File: src/rtl/wb_arb_pkg.sv
// Shared types and constants for the Wishbone round-robin arbiter.
package wb_arb_pkg;

  typedef enum logic {
    ST_IDLE  = 1'b0,
    ST_GRANT = 1'b1
  } arb_state_t;

  // Read data returned to a master whose cycle was aborted by the timeout.
  localparam int unsigned     TO_DATA_W = 64;
  localparam logic [63:0]     TO_DATA   = '1;

  localparam int unsigned TO_CYC_DEF = 255;
  localparam int unsigned TO_CNT_W   = $clog2(TO_CYC_DEF + 1);

  // Timeout counter is at least 8 bits wide, wider if the limit needs it.
  function automatic int unsigned to_cnt_width(input int unsigned to_cyc);
    int unsigned w;
    w = $clog2(to_cyc + 1);
    return (w < 8) ? 8 : w;
  endfunction

endpackage

File: src/rtl/wb_arb_rr_pick.sv
// Round-robin pick: first requester after the last winner, scanning upwards
// with wrap-around. Purely combinational.
module wb_arb_rr_pick #(
  parameter int unsigned NUM_M = 2,
  parameter int unsigned IDX_W = 1
) (
  input  logic [NUM_M-1:0] req,
  input  logic [IDX_W-1:0] last,
  output logic [NUM_M-1:0] win_oh,
  output logic [IDX_W-1:0] win_idx,
  output logic             win_vld
);

  int unsigned idx;
  logic        found;

  // Scan last+1 .. last+NUM_M (mod NUM_M); the first set request wins.
  always_comb begin
    win_oh  = '0;
    win_idx = '0;
    found   = 1'b0;
    idx     = 0;
    for (int unsigned i = 1; i <= NUM_M; i++) begin
      idx = (32'(last) + i) % NUM_M;
      if (!found && req[idx]) begin
        found       = 1'b1;
        win_oh[idx] = 1'b1;
        win_idx     = IDX_W'(idx);
      end
    end
    win_vld = found;
  end

endmodule

File: src/rtl/wb_rr_arbiter.sv
// Round-robin arbiter sharing one Wishbone classic slave among NUM_M masters.
// One grant per cyc-delimited bus cycle, with one idle cycle between grants.
// Optional slave timeout enabled by defining WB_ARB_TIMEOUT_EN.
module wb_rr_arbiter
  import wb_arb_pkg::*;
#(
  parameter int unsigned NUM_M    = 2,
  parameter int unsigned ADDR_WID = 32,
  parameter int unsigned DATA_WID = 32,
  parameter int unsigned TO_CYC   = TO_CYC_DEF
) (
  input  logic                      clk_i,
  input  logic                      nrst_i,
  input  logic [NUM_M*ADDR_WID-1:0] m_wb_addr_i,
  input  logic [NUM_M*DATA_WID-1:0] m_wb_data_i,
  output logic [NUM_M*DATA_WID-1:0] m_wb_data_o,
  input  logic [NUM_M-1:0]          m_wb_we_i,
  input  logic [NUM_M-1:0]          m_wb_cyc_i,
  input  logic [NUM_M-1:0]          m_wb_stb_i,
  output logic [NUM_M-1:0]          m_wb_ack_o,
  output logic [ADDR_WID-1:0]       s_wb_addr_o,
  output logic [DATA_WID-1:0]       s_wb_data_o,
  input  logic [DATA_WID-1:0]       s_wb_data_i,
  output logic                      s_wb_we_o,
  output logic                      s_wb_cyc_o,
  output logic                      s_wb_stb_o,
  input  logic                      s_wb_ack_i,
  output logic [NUM_M-1:0]          grant_o,
  output logic                      to_flag_o
);

  localparam int unsigned IDX_W = (NUM_M > 1) ? $clog2(NUM_M) : 1;

  if (NUM_M < 2 || NUM_M > 8 || DATA_WID > TO_DATA_W || TO_CYC == 0) begin : g_param_err
    $error("wb_rr_arbiter: unsupported parameter set");
  end

  arb_state_t          state_q;
  logic [NUM_M-1:0]    grant_q;
  logic [IDX_W-1:0]    last_q;
  logic [NUM_M-1:0]    win_oh;
  logic [IDX_W-1:0]    win_idx;
  logic                win_vld;
  logic                in_grant;
  logic                to_hit;
  logic                gnt_cyc;
  logic                gnt_stb;
  logic                gnt_we;
  logic [ADDR_WID-1:0] gnt_addr;
  logic [DATA_WID-1:0] gnt_wdat;

  wb_arb_rr_pick #(
    .NUM_M (NUM_M),
    .IDX_W (IDX_W)
  ) u_pick (
    .req     (m_wb_cyc_i),
    .last    (last_q),
    .win_oh  (win_oh),
    .win_idx (win_idx),
    .win_vld (win_vld)
  );

  assign in_grant = (state_q == ST_GRANT);
  assign grant_o  = grant_q;

  // Arbitration FSM: latch a winner from IDLE, release when its cyc drops.
  always_ff @(posedge clk_i or negedge nrst_i) begin
    if (!nrst_i) begin
      state_q <= ST_IDLE;
      grant_q <= '0;
      last_q  <= IDX_W'(NUM_M - 1);
    end else begin
      case (state_q)
        ST_IDLE: begin
          if (win_vld) begin
            grant_q <= win_oh;
            last_q  <= win_idx;
            state_q <= ST_GRANT;
          end
        end
        ST_GRANT: begin
          if (!gnt_cyc || to_hit) begin
            grant_q <= '0;
            state_q <= ST_IDLE;
          end
        end
        default: begin
          grant_q <= '0;
          state_q <= ST_IDLE;
        end
      endcase
    end
  end

  // Select the granted master's request signals (all zero when no grant).
  always_comb begin
    gnt_cyc  = 1'b0;
    gnt_stb  = 1'b0;
    gnt_we   = 1'b0;
    gnt_addr = '0;
    gnt_wdat = '0;
    for (int unsigned k = 0; k < NUM_M; k++) begin
      if (grant_q[k]) begin
        gnt_cyc  = m_wb_cyc_i[k];
        gnt_stb  = m_wb_stb_i[k];
        gnt_we   = m_wb_we_i[k];
        gnt_addr = m_wb_addr_i[k*ADDR_WID +: ADDR_WID];
        gnt_wdat = m_wb_data_i[k*DATA_WID +: DATA_WID];
      end
    end
  end

  // Slave side: driven only while granted; a timeout abort drops cyc/stb.
  always_comb begin
    s_wb_cyc_o  = in_grant && gnt_cyc && !to_hit;
    s_wb_stb_o  = in_grant && gnt_stb && !to_hit;
    s_wb_we_o   = in_grant && gnt_we;
    s_wb_addr_o = in_grant ? gnt_addr : '0;
    s_wb_data_o = in_grant ? gnt_wdat : '0;
  end

  // Master side: only the granted master sees ack/data; IDLE acks are dropped.
  always_comb begin
    m_wb_ack_o  = '0;
    m_wb_data_o = '0;
    if (in_grant) begin
      for (int unsigned k = 0; k < NUM_M; k++) begin
        if (grant_q[k]) begin
          m_wb_ack_o[k] = to_hit | s_wb_ack_i;
          m_wb_data_o[k*DATA_WID +: DATA_WID] = to_hit ? TO_DATA[DATA_WID-1:0] : s_wb_data_i;
        end
      end
    end
  end

`ifdef WB_ARB_TIMEOUT_EN
  localparam int unsigned CNT_W = to_cnt_width(TO_CYC);

  logic [CNT_W-1:0] to_cnt_q;
  logic             to_flag_q;

  assign to_hit    = in_grant && (to_cnt_q == CNT_W'(TO_CYC));
  assign to_flag_o = to_flag_q;

  // Stall counter: counts strobed cycles without ack; cleared in IDLE and on ack.
  always_ff @(posedge clk_i or negedge nrst_i) begin
    if (!nrst_i) begin
      to_cnt_q <= '0;
    end else if (!in_grant || s_wb_ack_i || to_hit) begin
      to_cnt_q <= '0;
    end else if (gnt_stb) begin
      to_cnt_q <= to_cnt_q + 1'b1;
    end
  end

  // Sticky timeout flag, cleared only by reset.
  always_ff @(posedge clk_i or negedge nrst_i) begin
    if (!nrst_i) begin
      to_flag_q <= 1'b0;
    end else if (to_hit) begin
      to_flag_q <= 1'b1;
    end
  end
`else
  assign to_hit    = 1'b0;
  assign to_flag_o = 1'b0;
`endif

endmodule

File: config.mk
export PLATFORM = sky130hd
export DESIGN_NAME = wb_rr_arbiter
export DESIGN_NICKNAME = d
export VERILOG_FILES = /design/src/rtl/wb_arb_pkg.sv /design/src/rtl/wb_arb_rr_pick.sv /design/src/rtl/wb_rr_arbiter.sv
export SDC_FILE = /design/constraint.sdc
export NUM_CORES = 1
export LEC_CHECK = 0
export CAP_MARGIN = 5
export CORE_AREA = 2 2 119 121
export DETAILED_ROUTE_END_ITERATION = 10
export DIE_AREA = 0 0 121 123
export SLEW_MARGIN = 25
export SYNTH_ARGS = -nofsm -noshare
export SYNTH_HDL_FRONTEND = slang
export SYNTH_HIERARCHICAL = 1
export SYNTH_SLANG_ARGS = --single-unit
File: constraint.sdc
create_clock -name clk_i -period 1.85 [get_ports clk_i]
set_clock_uncertainty 0.1 [all_clocks]
set_input_delay 0.37 -clock clk_i [delete_from_list [all_inputs] [get_ports clk_i]]
set_output_delay 0.37 -clock clk_i [all_outputs]
set_load 0.01 [all_outputs]
# ---- Word-level counts from Yosys, hierarchy flattened
# Index checks and enable logic that the tools add are counted.
dict set report word_totals {
  register_bits 4
  output_inout_bits 136
  elab_cells 60
}
dict set report classes {
  addsub 2
  n_lt_le_gt_ge 4
  n_eq_ne 2
  n_mux 38
  n_bitwise 2
  reduce_logical 9
}
# cell n
set ops {}
lappend ops {{2-to-1 mux 32 bit} 8}
lappend ops {{2-to-1 mux 64 bit} 1}
lappend ops {{2-to-1 mux 1 bit} 20}
lappend ops {{2-to-1 mux 2 bit} 5}
lappend ops {{logical AND 1 bit} 6}
lappend ops {{< comparator 1 x 2 -> 1 bit, second input constant} 2}
lappend ops {{case mux 2 bit (2 select lines)} 1}
lappend ops {{AND reduction 2 bit} 2}
lappend ops {{adder 1 bit, second input constant} 2}
lappend ops {{demux 1 bit (select 1 bit)} 2}
lappend ops {{>= comparator 1 bit, second input constant} 2}
lappend ops {{inequality test 2 x 1 -> 1 bit, second input constant} 1}
lappend ops {{inequality test 2 bit, second input constant} 1}
lappend ops {{OR 2 bit} 1}
lappend ops {{case mux 1 bit (2 select lines)} 1}
lappend ops {{zero test 1 bit} 1}
lappend ops {{inverter 1 bit} 1}

# ---- Longest topological paths before layout
# Gate-level depths: netlist of run 1.
dict set report depth {
  depth_word 10
  mapped_depth 4
}

# ---- Cells and area by module
# Netlist of run 1, hierarchy kept.
# mod instances cells_each area_per_inst_um2
set modules_own_cells {}
lappend modules_own_cells {wb_rr_arbiter 1 184 1377.6}
lappend modules_own_cells {wb_arb_rr_pick 1 5 32.5}

# ---- Least setup slack after synthesis of run 1
# Ideal clock, no wire load.
dict set report synth_path {
  kind {flip-flop to output port}
  from {reg grant_q[0], in the netlist grant_o[0]}
  to {out s_wb_addr_o[22]}
  arrival_ns 1.158
  t_required_ns 1.380
  slack_ns 0.222
  stages_incl_launch_ff 5
  path_buffers 2
  path_cell_list {dfrtp_1 -> and3b_1 -> buf_6 -> buf_6 -> a22o_1}
}
dict set report synth_via {
  elab_chain_len 3
}
# element line
set synth_rtl {}
lappend synth_rtl {{from (decl)} wb_rr_arbiter.sv:39} ;# logic [NUM_M-1:0] grant_q;
lappend synth_rtl {{from (signal assigned)} wb_rr_arbiter.sv:76} ;# grant_q <= win_oh;
lappend synth_rtl {{2-to-1 mux 32 bit (2 in a row)} wb_rr_arbiter.sv:103} ;# if (grant_q[k]) begin
lappend synth_rtl {{2-to-1 mux 32 bit} wb_rr_arbiter.sv:118} ;# s_wb_addr_o = in_grant ? gnt_addr : '0;
lappend synth_rtl {{to (decl)} wb_rr_arbiter.sv:21} ;# output logic [ADDR_WID-1:0] s_wb_addr_o,
# Every way passes these cells.

# ---- Worst setup path in the final report of run 1
dict set report layout_path {
  from {reg state_q, in the netlist in_grant}
  to {out s_wb_addr_o[19]}
}
dict set report layout_via {
  elab_chain_len 1
}
# element line
set layout_rtl {}
lappend layout_rtl {{from (decl)} wb_rr_arbiter.sv:38} ;# arb_state_t state_q;
lappend layout_rtl {{from (signal assigned)} wb_rr_arbiter.sv:69} ;# state_q <= ST_IDLE;
lappend layout_rtl {{from (signal assigned)} wb_rr_arbiter.sv:78} ;# state_q <= ST_GRANT;
lappend layout_rtl {{from (signal assigned)} wb_rr_arbiter.sv:84} ;# state_q <= ST_IDLE;
lappend layout_rtl {{2-to-1 mux 32 bit} wb_rr_arbiter.sv:118}
# Every way passes these cells.

==> results of run 1 <==
-- sequential cells by signal (all words and copies together) (netlist names) --
register,flops
in_grant,1
grant_o,2
last_q,1
-- Yosys cell counts --
library cell and number:
dfstp_2 1, mux2_2 1, nor2b_1 2, dfrtp_1 3
clkbuf_1 15, a21boi_0 2, o21ai_0 1, buf_2 9
conb_1 1, mux2i_1 2, and3_1 66, or2_1 1
nand2_1 1, nand2b_1 1, nand3b_1 1, a22o_1 66
o22ai_1 1, inv_1 3, nand3_1 1, a21boi_1 1
and2_1 1, o31ai_1 1, buf_4 1, o221ai_1 1
buf_6 5, and3b_1 1
-- cell type report --
type | instances | area (sq um) | area share
timing repair buffer | 342 | 3110 | 0.658
multi-input combinational | 152 | 1200 | 0.254
tap | 180 | 225 | 0.0476
sequential | 4 | 101 | 0.0214
clock buffer | 4 | 78.8 | 0.0167
inverter | 3 | 11.3 | 0.00238
-- worst max path at each step --
stage               slack [ps]              end  cells past startpoint           from
global placement          -550       s_wb_cyc_o                      4  m_wb_cyc_i[0]
global route              -280  s_wb_addr_o[19]                      6       in_grant
finish                    -230  s_wb_addr_o[19]                      6       in_grant
CTS                       -250  s_wb_addr_o[16]                      6       in_grant
floorplan                  220  s_wb_addr_o[22]                      4     grant_o[0]
detailed placement        -500       s_wb_cyc_o                      4  m_wb_cyc_i[0]
-- repair_timing --
item | CTS | global route
pin swaps | 13 | 17
endpoints found under the setup margin | 134 | 70
resized for setup | 590 | 12
gates cloned | 8 | 4
setup buffers | 11 | 7
hold buffers | 0 | 0
-- power by group --
part / internal [mW] / switching [mW] / total [mW]
clock network: 0.285 / 0.0616 / 0.346
logic: 2.44 / 2.13 / 4.57
registers: 0.139 / 0.0292 / 0.168
total: 2.86 / 2.22 / 5.09
-- cells by family after synthesis --
kind of cell	count (synthesis)	synth area share
DFF	4	0.0719
other	1	0.00266
muxes	3	0.0222
and+or+nand+nor	75	0.333
buffers and inverters	33	0.125
AOI/OAI and AO/OA	73	0.445
-- layer usage --
layer	global-route usage	routed length, um
met2	0.296	6830
met1	0.170	5080
met3	0.0364	1280
met4	0.0203	114
met5	0	0
-- metrics by stage --
stage / power (mW) / setup TNS [ps] / hold WS [ps]
6_report: 5.09 / -10680 / 259
3_5_place_dp: 4.20 / -27280 / 492
3_3_place_gp: 4.19 / -25810 / 482
4_1_cts: 4.87 / -10410 / 262
2_1_floorplan: 1.91 / 0 / -25.6
5_1_grt: 5.36 / -12950 / 270
==> impl_results.html, run 1 <==
<table>
<tr><th>Metric</th><th>Value</th></tr>
<tr><th colspan="2">Run status</th></tr>
<tr><td>Result of the run</td><td>finished with violations</td></tr>
<tr><td>Violations in the final reports</td><td>setup timing</td></tr>
<tr><th colspan="2">Global routing</th></tr>
<tr><td>Number of antenna violations at the first check in global routing</td><td>0</td></tr>
<tr><td>Number of global-route vias before repair</td><td>between 3000 and 4000</td></tr>
<tr><td>Total global routing overflow</td><td>0</td></tr>
<tr><td>Maximum number of pins on one net before global-route repair</td><td>38</td></tr>
<tr><td>GRT Total Usage</td><td>0.152</td></tr>
<tr><td>Wire length of the first global-routing pass</td><td>approximately 18000 um</td></tr>
<tr><th colspan="2">Worst setup path</th></tr>
<tr><td>Critical R2R Capture</td><td>last_q</td></tr>
<tr><td>CP max FO</td><td>7</td></tr>
<tr><td>Kind of critical path</td><td>reg -&gt; out</td></tr>
<tr><td>Data arrival time of the worst path</td><td>about 1600 ps</td></tr>
<tr><td>Delay of the slowest critical-path stage</td><td>between 300 and 400 ps</td></tr>
<tr><td>Worst reg2reg startpoint</td><td>in_grant</td></tr>
<tr><td>Buf+Inv Stages, Crit Path</td><td>4</td></tr>
<tr><td>Critical Path Sink Type</td><td>output pin</td></tr>
<tr><td>Dominant delay contributor by cell family on the critical path</td><td>buffers and inverters</td></tr>
<tr><td>Category of the worst setup path launch point</td><td>flip-flop</td></tr>
<tr><td>Worst-case register-to-register setup slack</td><td>270 ps</td></tr>
<tr><td>Critical path, cell by cell</td><td>and3b_2 &gt; buf_6 &gt; buf_8 &gt; buf_16 &gt; a22o_1 &gt; buf_2</td></tr>
<tr><td>Worst reg2reg path depth</td><td>5</td></tr>
<tr><td>Required @ worst endpoint</td><td>about 1400 ps</td></tr>
<tr><td>Cell type of the slowest stage on the worst timing path</td><td>dfrtp_1</td></tr>
<tr><th colspan="2">Floorplanning</th></tr>
<tr><td>Number of standard-cell rows in the floorplan</td><td>43</td></tr>
<tr><td>Die Wd</td><td>around 120 um</td></tr>
<tr><td>DIE HEIGHT</td><td>123 um</td></tr>
<tr><td>Core Footprint</td><td>approximately 14000 sq um</td></tr>
<tr><td>Number of placed I/O pins</td><td>305</td></tr>
<tr><td>Initial standard-cell utilization of the core</td><td>0.104</td></tr>
<tr><td>DIE AREA</td><td>14900 sq um</td></tr>
<tr><th colspan="2">Drt</th></tr>
<tr><td>Vias post-DR</td><td>between 3000 and 4000</td></tr>
<tr><td>Routed vias/inst</td><td>about 4.4</td></tr>
<tr><td>Number of routed nets with antenna violations</td><td>0</td></tr>
<tr><td>Drt first-iter violations</td><td>122</td></tr>
<tr><td>DRC violation count after routing</td><td>0</td></tr>
<tr><td>Routed WL</td><td>13300 um</td></tr>
<tr><td>Drt pass-1 iters</td><td>4</td></tr>
<tr><td>Wire length per cell after detailed routing</td><td>roughly 19 um</td></tr>
<tr><th colspan="2">Layout</th></tr>
<tr><td>Finished layout cell area</td><td>around 4700 sq um</td></tr>
<tr><td>P&amp;R area growth vs syn</td><td>235%</td></tr>
<tr><td>Commonest non-fill, non-tap cells in the layout</td><td>clkdlybuf4s50_1 (169), buf_2 (115), and3_1 (64), a22o_1 (64), buf_6 (24)</td></tr>
<tr><td>Post-layout util</td><td>0.347</td></tr>
<tr><td>Most common library cell in the layout ignoring fill and taps</td><td>clkdlybuf4s50_1</td></tr>
<tr><td>Final cell count without fillers</td><td>a little under 700</td></tr>
<tr><td>Number of nets in the final layout</td><td>675</td></tr>
<tr><td>N_diodes</td><td>0</td></tr>
<tr><td>Fillcell total</td><td>roughly 1400</td></tr>
<tr><td>Share of layout cells above drive strength 1</td><td>0.370</td></tr>
<tr><th colspan="2">Timing</th></tr>
<tr><td>Hold violation count in the final report</td><td>0</td></tr>
<tr><td>Final worst path period need</td><td>~2100 ps</td></tr>
<tr><td>Maximum clock rate</td><td>approximately 480 MHz</td></tr>
<tr><td>Setup ws final</td><td>-234 ps</td></tr>
<tr><td>Count of endpoints failing setup in the final report</td><td>63</td></tr>
<tr><td>Setup repair after global routing missed its margin</td><td>yes</td></tr>
<tr><td>Final critical-path share of the clock period</td><td>1.13</td></tr>
<tr><td>Number of pins with negative max-slew slack in the final report</td><td>0</td></tr>
<tr><th colspan="2">Power</th></tr>
<tr><td>Pwr/cell area</td><td>approximately 1100 nW/um^2</td></tr>
<tr><td>VDD IR-drop max</td><td>about 0.44 mV</td></tr>
<tr><td>Leakage Power</td><td>2.50 nW</td></tr>
<tr><th colspan="2">Hold path</th></tr>
<tr><td>Type of the worst min-delay path</td><td>in -&gt; async</td></tr>
<tr><th colspan="2">Flow run</th></tr>
<tr><td>Max_cap viols</td><td>0</td></tr>
<tr><th colspan="2">Yosys</th></tr>
<tr><td>Area share of the largest cell type after synthesis</td><td>0.410</td></tr>
<tr><td>Post-synthesis sequential element count</td><td>4</td></tr>
<tr><td>Largest cells by area after synthesis</td><td>a22o_1 (41%), and3_1 (29%), dfrtp_1 (5.3%)</td></tr>
<tr><td>Synthesized area divided by synthesized cell count</td><td>around 7.5 sq um</td></tr>
<tr><td>Post-synthesis instance area</td><td>approximately 1400 sq um</td></tr>
<tr><td>Nets in the synthesized netlist</td><td>approximately 360</td></tr>
<tr><td>Post-synthesis cell count</td><td>189</td></tr>
<tr><td>Yosys warning count</td><td>6</td></tr>
<tr><td>Post-synthesis cell type with the largest combined area</td><td>a22o_1</td></tr>
<tr><td>Number of library cell types mapped by synthesis</td><td>26</td></tr>
<tr><td>Sequential area share after synthesis</td><td>0.0719</td></tr>
<tr><th colspan="2">Clock tree</th></tr>
<tr><td>TritonCTS clock tree</td><td>yes</td></tr>
<tr><td>Clock latency on the worst-skew pair</td><td>220 ps</td></tr>
<tr><td>H-tree depth reported by CTS</td><td>1</td></tr>
<tr><td>Clock Sink Count</td><td>4</td></tr>
<tr><td>Clk buf depth</td><td>2</td></tr>
<tr><td>Buffer type at the clock tree root</td><td>clkbuf_16</td></tr>
<tr><td>Clock buffer count from CTS</td><td>3</td></tr>
<tr><td>Worst-path clk slew</td><td>around 30 ps</td></tr>
<tr><th colspan="2">Placed design</th></tr>
<tr><td>Instance area after placement</td><td>4660 sq um</td></tr>
<tr><td>Pre-CTS WS</td><td>-501 ps</td></tr>
<tr><td>Gpl congestion</td><td>between 0.8 and 0.9</td></tr>
<tr><td>Number of port buffers</td><td>approximately 300</td></tr>
<tr><td>Placed instance count</td><td>~660</td></tr>
<tr><td>Detail Placement HPWL</td><td>~9400 um</td></tr>
</table>
Power figures use the tool's default switching activity.
==> run 2, diff against run 1 <==
--- a/config.mk
+++ b/config.mk
@@ -6,9 +6,13 @@
 export NUM_CORES = 1
 export LEC_CHECK = 0
 export CAP_MARGIN = 5
-export CORE_AREA = 2 2 119 121
+export CELL_PAD_IN_SITES_DETAIL_PLACEMENT = 0
+export CELL_PAD_IN_SITES_GLOBAL_PLACEMENT = 2
+export CORE_ASPECT_RATIO = 1.4
+export CORE_MARGIN = 2
+export CORE_UTILIZATION = 10
 export DETAILED_ROUTE_END_ITERATION = 10
-export DIE_AREA = 0 0 121 123
+export PLACE_DENSITY_LB_ADDON = 0.1
 export SLEW_MARGIN = 25
 export SYNTH_ARGS = -nofsm -noshare
 export SYNTH_HDL_FRONTEND = slang
==> impl_results.html, run 2 (same netlist as run 1, synthesis figures left out) <==
<table>
<tr><th>Metric</th><th>Value</th></tr>
<tr><th colspan="2">Power</th></tr>
<tr><td>Sequential share of power</td><td>0.032</td></tr>
<tr><td>Reported net switching power</td><td>roughly 2.2 mW</td></tr>
<tr><td>Pwr/cell area</td><td>1070 nW/um^2</td></tr>
<tr><td>VDD IR-drop max</td><td>~0.40 mV</td></tr>
<tr><td>Cell internal power dissipation</td><td>3.13 mW</td></tr>
<tr><td>Share of total power consumed by net switching</td><td>0.412</td></tr>
<tr><td>Leakage Power</td><td>~2.5 nW</td></tr>
<tr><td>Comb power frac</td><td>0.901</td></tr>
<tr><td>Clock group share of total power</td><td>0.067</td></tr>
<tr><th colspan="2">Clock tree</th></tr>
<tr><td>Clock latency on the worst-skew pair</td><td>230 ps</td></tr>
<tr><td>H-tree depth reported by CTS</td><td>1</td></tr>
<tr><td>Buffer type at the clock tree root</td><td>clkbuf_16</td></tr>
<tr><td>Worst-path clk slew</td><td>approximately 30 ps</td></tr>
<tr><td>Clock Sink Count</td><td>4</td></tr>
<tr><td>TritonCTS clock tree</td><td>yes</td></tr>
<tr><td>Clk buf depth</td><td>2</td></tr>
<tr><td>Clock buffer count from CTS</td><td>3</td></tr>
<tr><th colspan="2">Worst setup path</th></tr>
<tr><td>CP max FO</td><td>6</td></tr>
<tr><td>Data arrival time of the worst path</td><td>1570 ps</td></tr>
<tr><td>Kind of critical path</td><td>reg -&gt; out</td></tr>
<tr><td>Critical Path Sink Type</td><td>output pin</td></tr>
<tr><td>Required @ worst endpoint</td><td>roughly 1400 ps</td></tr>
<tr><td>Category of the worst setup path launch point</td><td>flip-flop</td></tr>
<tr><th colspan="2">Layout</th></tr>
<tr><td>Commonest non-fill, non-tap cells in the layout</td><td>clkdlybuf4s50_1 (168), and3_1 (66), a22o_1 (64)</td></tr>
<tr><td>Fillcell total</td><td>about 1400</td></tr>
<tr><td>N_diodes</td><td>0</td></tr>
<tr><td>Most common library cell in the layout ignoring fill and taps</td><td>clkdlybuf4s50_1</td></tr>
<tr><td>Multi-input gate area in the final layout</td><td>roughly 1200 sq um</td></tr>
<tr><td>Share of layout cells above drive strength 1</td><td>0.353</td></tr>
<tr><td>Post-layout util</td><td>0.358</td></tr>
<tr><td>P&amp;R area growth vs syn</td><td>251%</td></tr>
<tr><td>Largest register FFs</td><td>2</td></tr>
<tr><td>Final cell count without fillers</td><td>approximately 700</td></tr>
<tr><td>Number of nets in the final layout</td><td>between 600 and 700</td></tr>
<tr><td>Seq. cell area</td><td>just over 100 sq um</td></tr>
<tr><th colspan="2">Global routing</th></tr>
<tr><td>GR Layer Usage met3</td><td>0.0599</td></tr>
<tr><td>Wire length of the first global-routing pass</td><td>19000 um</td></tr>
<tr><td>Number of antenna violations at the first check in global routing</td><td>1</td></tr>
<tr><td>Met1 layer usage reported by global route</td><td>0.176</td></tr>
<tr><td>GRT Total Usage</td><td>0.165</td></tr>
<tr><td>Maximum number of pins on one net before global-route repair</td><td>37</td></tr>
<tr><td>Number of global-route vias before repair</td><td>3039</td></tr>
<tr><td>Met2 track demand over resource</td><td>0.312</td></tr>
<tr><td>Total global routing overflow</td><td>0</td></tr>
<tr><td>Layer with the highest usage</td><td>met2</td></tr>
<tr><th colspan="2">Floorplanning</th></tr>
<tr><td>Die Wd</td><td>around 100 um</td></tr>
<tr><td>DIE AREA</td><td>~15000 sq um</td></tr>
<tr><td>DIE HEIGHT</td><td>between 100 and 150 um</td></tr>
<tr><td>Number of placed I/O pins</td><td>~310</td></tr>
<tr><td>Core Footprint</td><td>13800 sq um</td></tr>
<tr><td>Number of standard-cell rows in the floorplan</td><td>51</td></tr>
<tr><td>Initial standard-cell utilization of the core</td><td>0.102</td></tr>
<tr><th colspan="2">Hold path</th></tr>
<tr><td>Type of the worst min-delay path</td><td>in -&gt; async</td></tr>
<tr><th colspan="2">Run status</th></tr>
<tr><td>Violations in the final reports</td><td>setup timing</td></tr>
<tr><td>Result of the run</td><td>finished with violations</td></tr>
<tr><th colspan="2">Flow run</th></tr>
<tr><td>Max_cap viols</td><td>0</td></tr>
<tr><th colspan="2">Drt</th></tr>
<tr><td>DRC violation count after routing</td><td>0</td></tr>
<tr><td>Drt first-iter violations</td><td>53</td></tr>
<tr><td>Wire length per cell after detailed routing</td><td>between 15 and 20 um</td></tr>
<tr><td>Routed WL</td><td>13900 um</td></tr>
<tr><td>Vias post-DR</td><td>approximately 3000</td></tr>
<tr><td>Routed vias/inst</td><td>4.25</td></tr>
<tr><td>Number of routed nets with antenna violations</td><td>0</td></tr>
<tr><td>Drt pass-1 iters</td><td>4</td></tr>
<tr><th colspan="2">Timing</th></tr>
<tr><td>Setup ws final</td><td>-191 ps</td></tr>
<tr><td>Maximum clock rate</td><td>490 MHz</td></tr>
<tr><td>Number of pins with negative max-slew slack in the final report</td><td>0</td></tr>
<tr><td>Setup repair after global routing missed its margin</td><td>yes</td></tr>
<tr><td>Final critical-path share of the clock period</td><td>1.10</td></tr>
<tr><td>Hold violation count in the final report</td><td>0</td></tr>
<tr><td>Final worst path period need</td><td>between 2000 and 2500 ps</td></tr>
<tr><td>Count of endpoints failing setup in the final report</td><td>66</td></tr>
<tr><th colspan="2">Placed design</th></tr>
<tr><td>Placed instance count</td><td>around 660</td></tr>
<tr><td>Number of port buffers</td><td>303</td></tr>
<tr><td>Detail Placement HPWL</td><td>between 9000 and 10000 um</td></tr>
<tr><td>Gpl congestion</td><td>~0.74</td></tr>
</table>
[run 2: cell type report]
| type | instances | area share |
|---|---|---|
| inverters | 3 | 0.00227 |
| well taps | 185 | 0.0468 |
| clock buffers | 4 | 0.0159 |
| repair buffers | 350 | 0.680 |
| flip-flops and latches | 4 | 0.0205 |
| multi-input cells | 152 | 0.235 |
[run 2: power groups by stage]
stage	sequential (mW)	combinational, mW	clock (mW)
4_1_cts	0.171	4.63	0.360
5_1_grt	0.179	5.12	0.360
3_5_place_dp	0.174	4.03	0
3_3_place_gp	0.173	4.02	0
6_report	0.171	4.79	0.356
2_1_floorplan	0.184	1.73	0
[run 2: path summary, 6_finish.rpt]
kind | depth (start not counted) | to | slack [ps] | start
worst min-delay path | 1 | in_grant | 250 | nrst_i
worst max register to register | 4 | last_q | 440 | in_grant
worst min register to register | 1 | last_q | 540 | last_q
worst max-delay path | 6 | s_wb_data_o[9] | -190 | grant_o[1]
max in group asynchronous | 1 | last_q | 1160 | nrst_i
min in group clk_i | 1 | last_q | 540 | last_q
[run 2: stage by stage]
step	hold WS, ps	setup slack (ps)	TNS (ps)	power [mW]	area [sq um]
6_report	250	-191	-8480	5.32	4950
4_1_cts	261	-277	-16870	5.16	5000
5_1_grt	275	-222	-11180	5.66	4950
3_5_place_dp	499	-346	-29140	4.20	4680
3_3_place_gp	498	-330	-27460	4.19	4680
2_1_floorplan	-25.6	222	0	1.91	1410
[run 2: timing repair]
action	in CTS	in global routing
cloned	12	5
buffers inserted	11	9
pin swaps	11	40
resized for setup	389	130
hold buffers	0	0
setup endpoints to repair	134	133
[run 2: routing by layer]
metal / up-vias / wire, um
li1: 1404 / -
met1: 1358 / 4930
met2: 196 / 7370
met3: 7 / 1470
met4: 0 / 90
met5: - / 0
[run 2: worst max-delay path, cell delays in order (launching register included)]
cell,delay [ps]
dfrtp_1,370
buf_6,120
and2_4,190
buf_12,150
clkbuf_16,150
a22o_1,210
buf_2,140
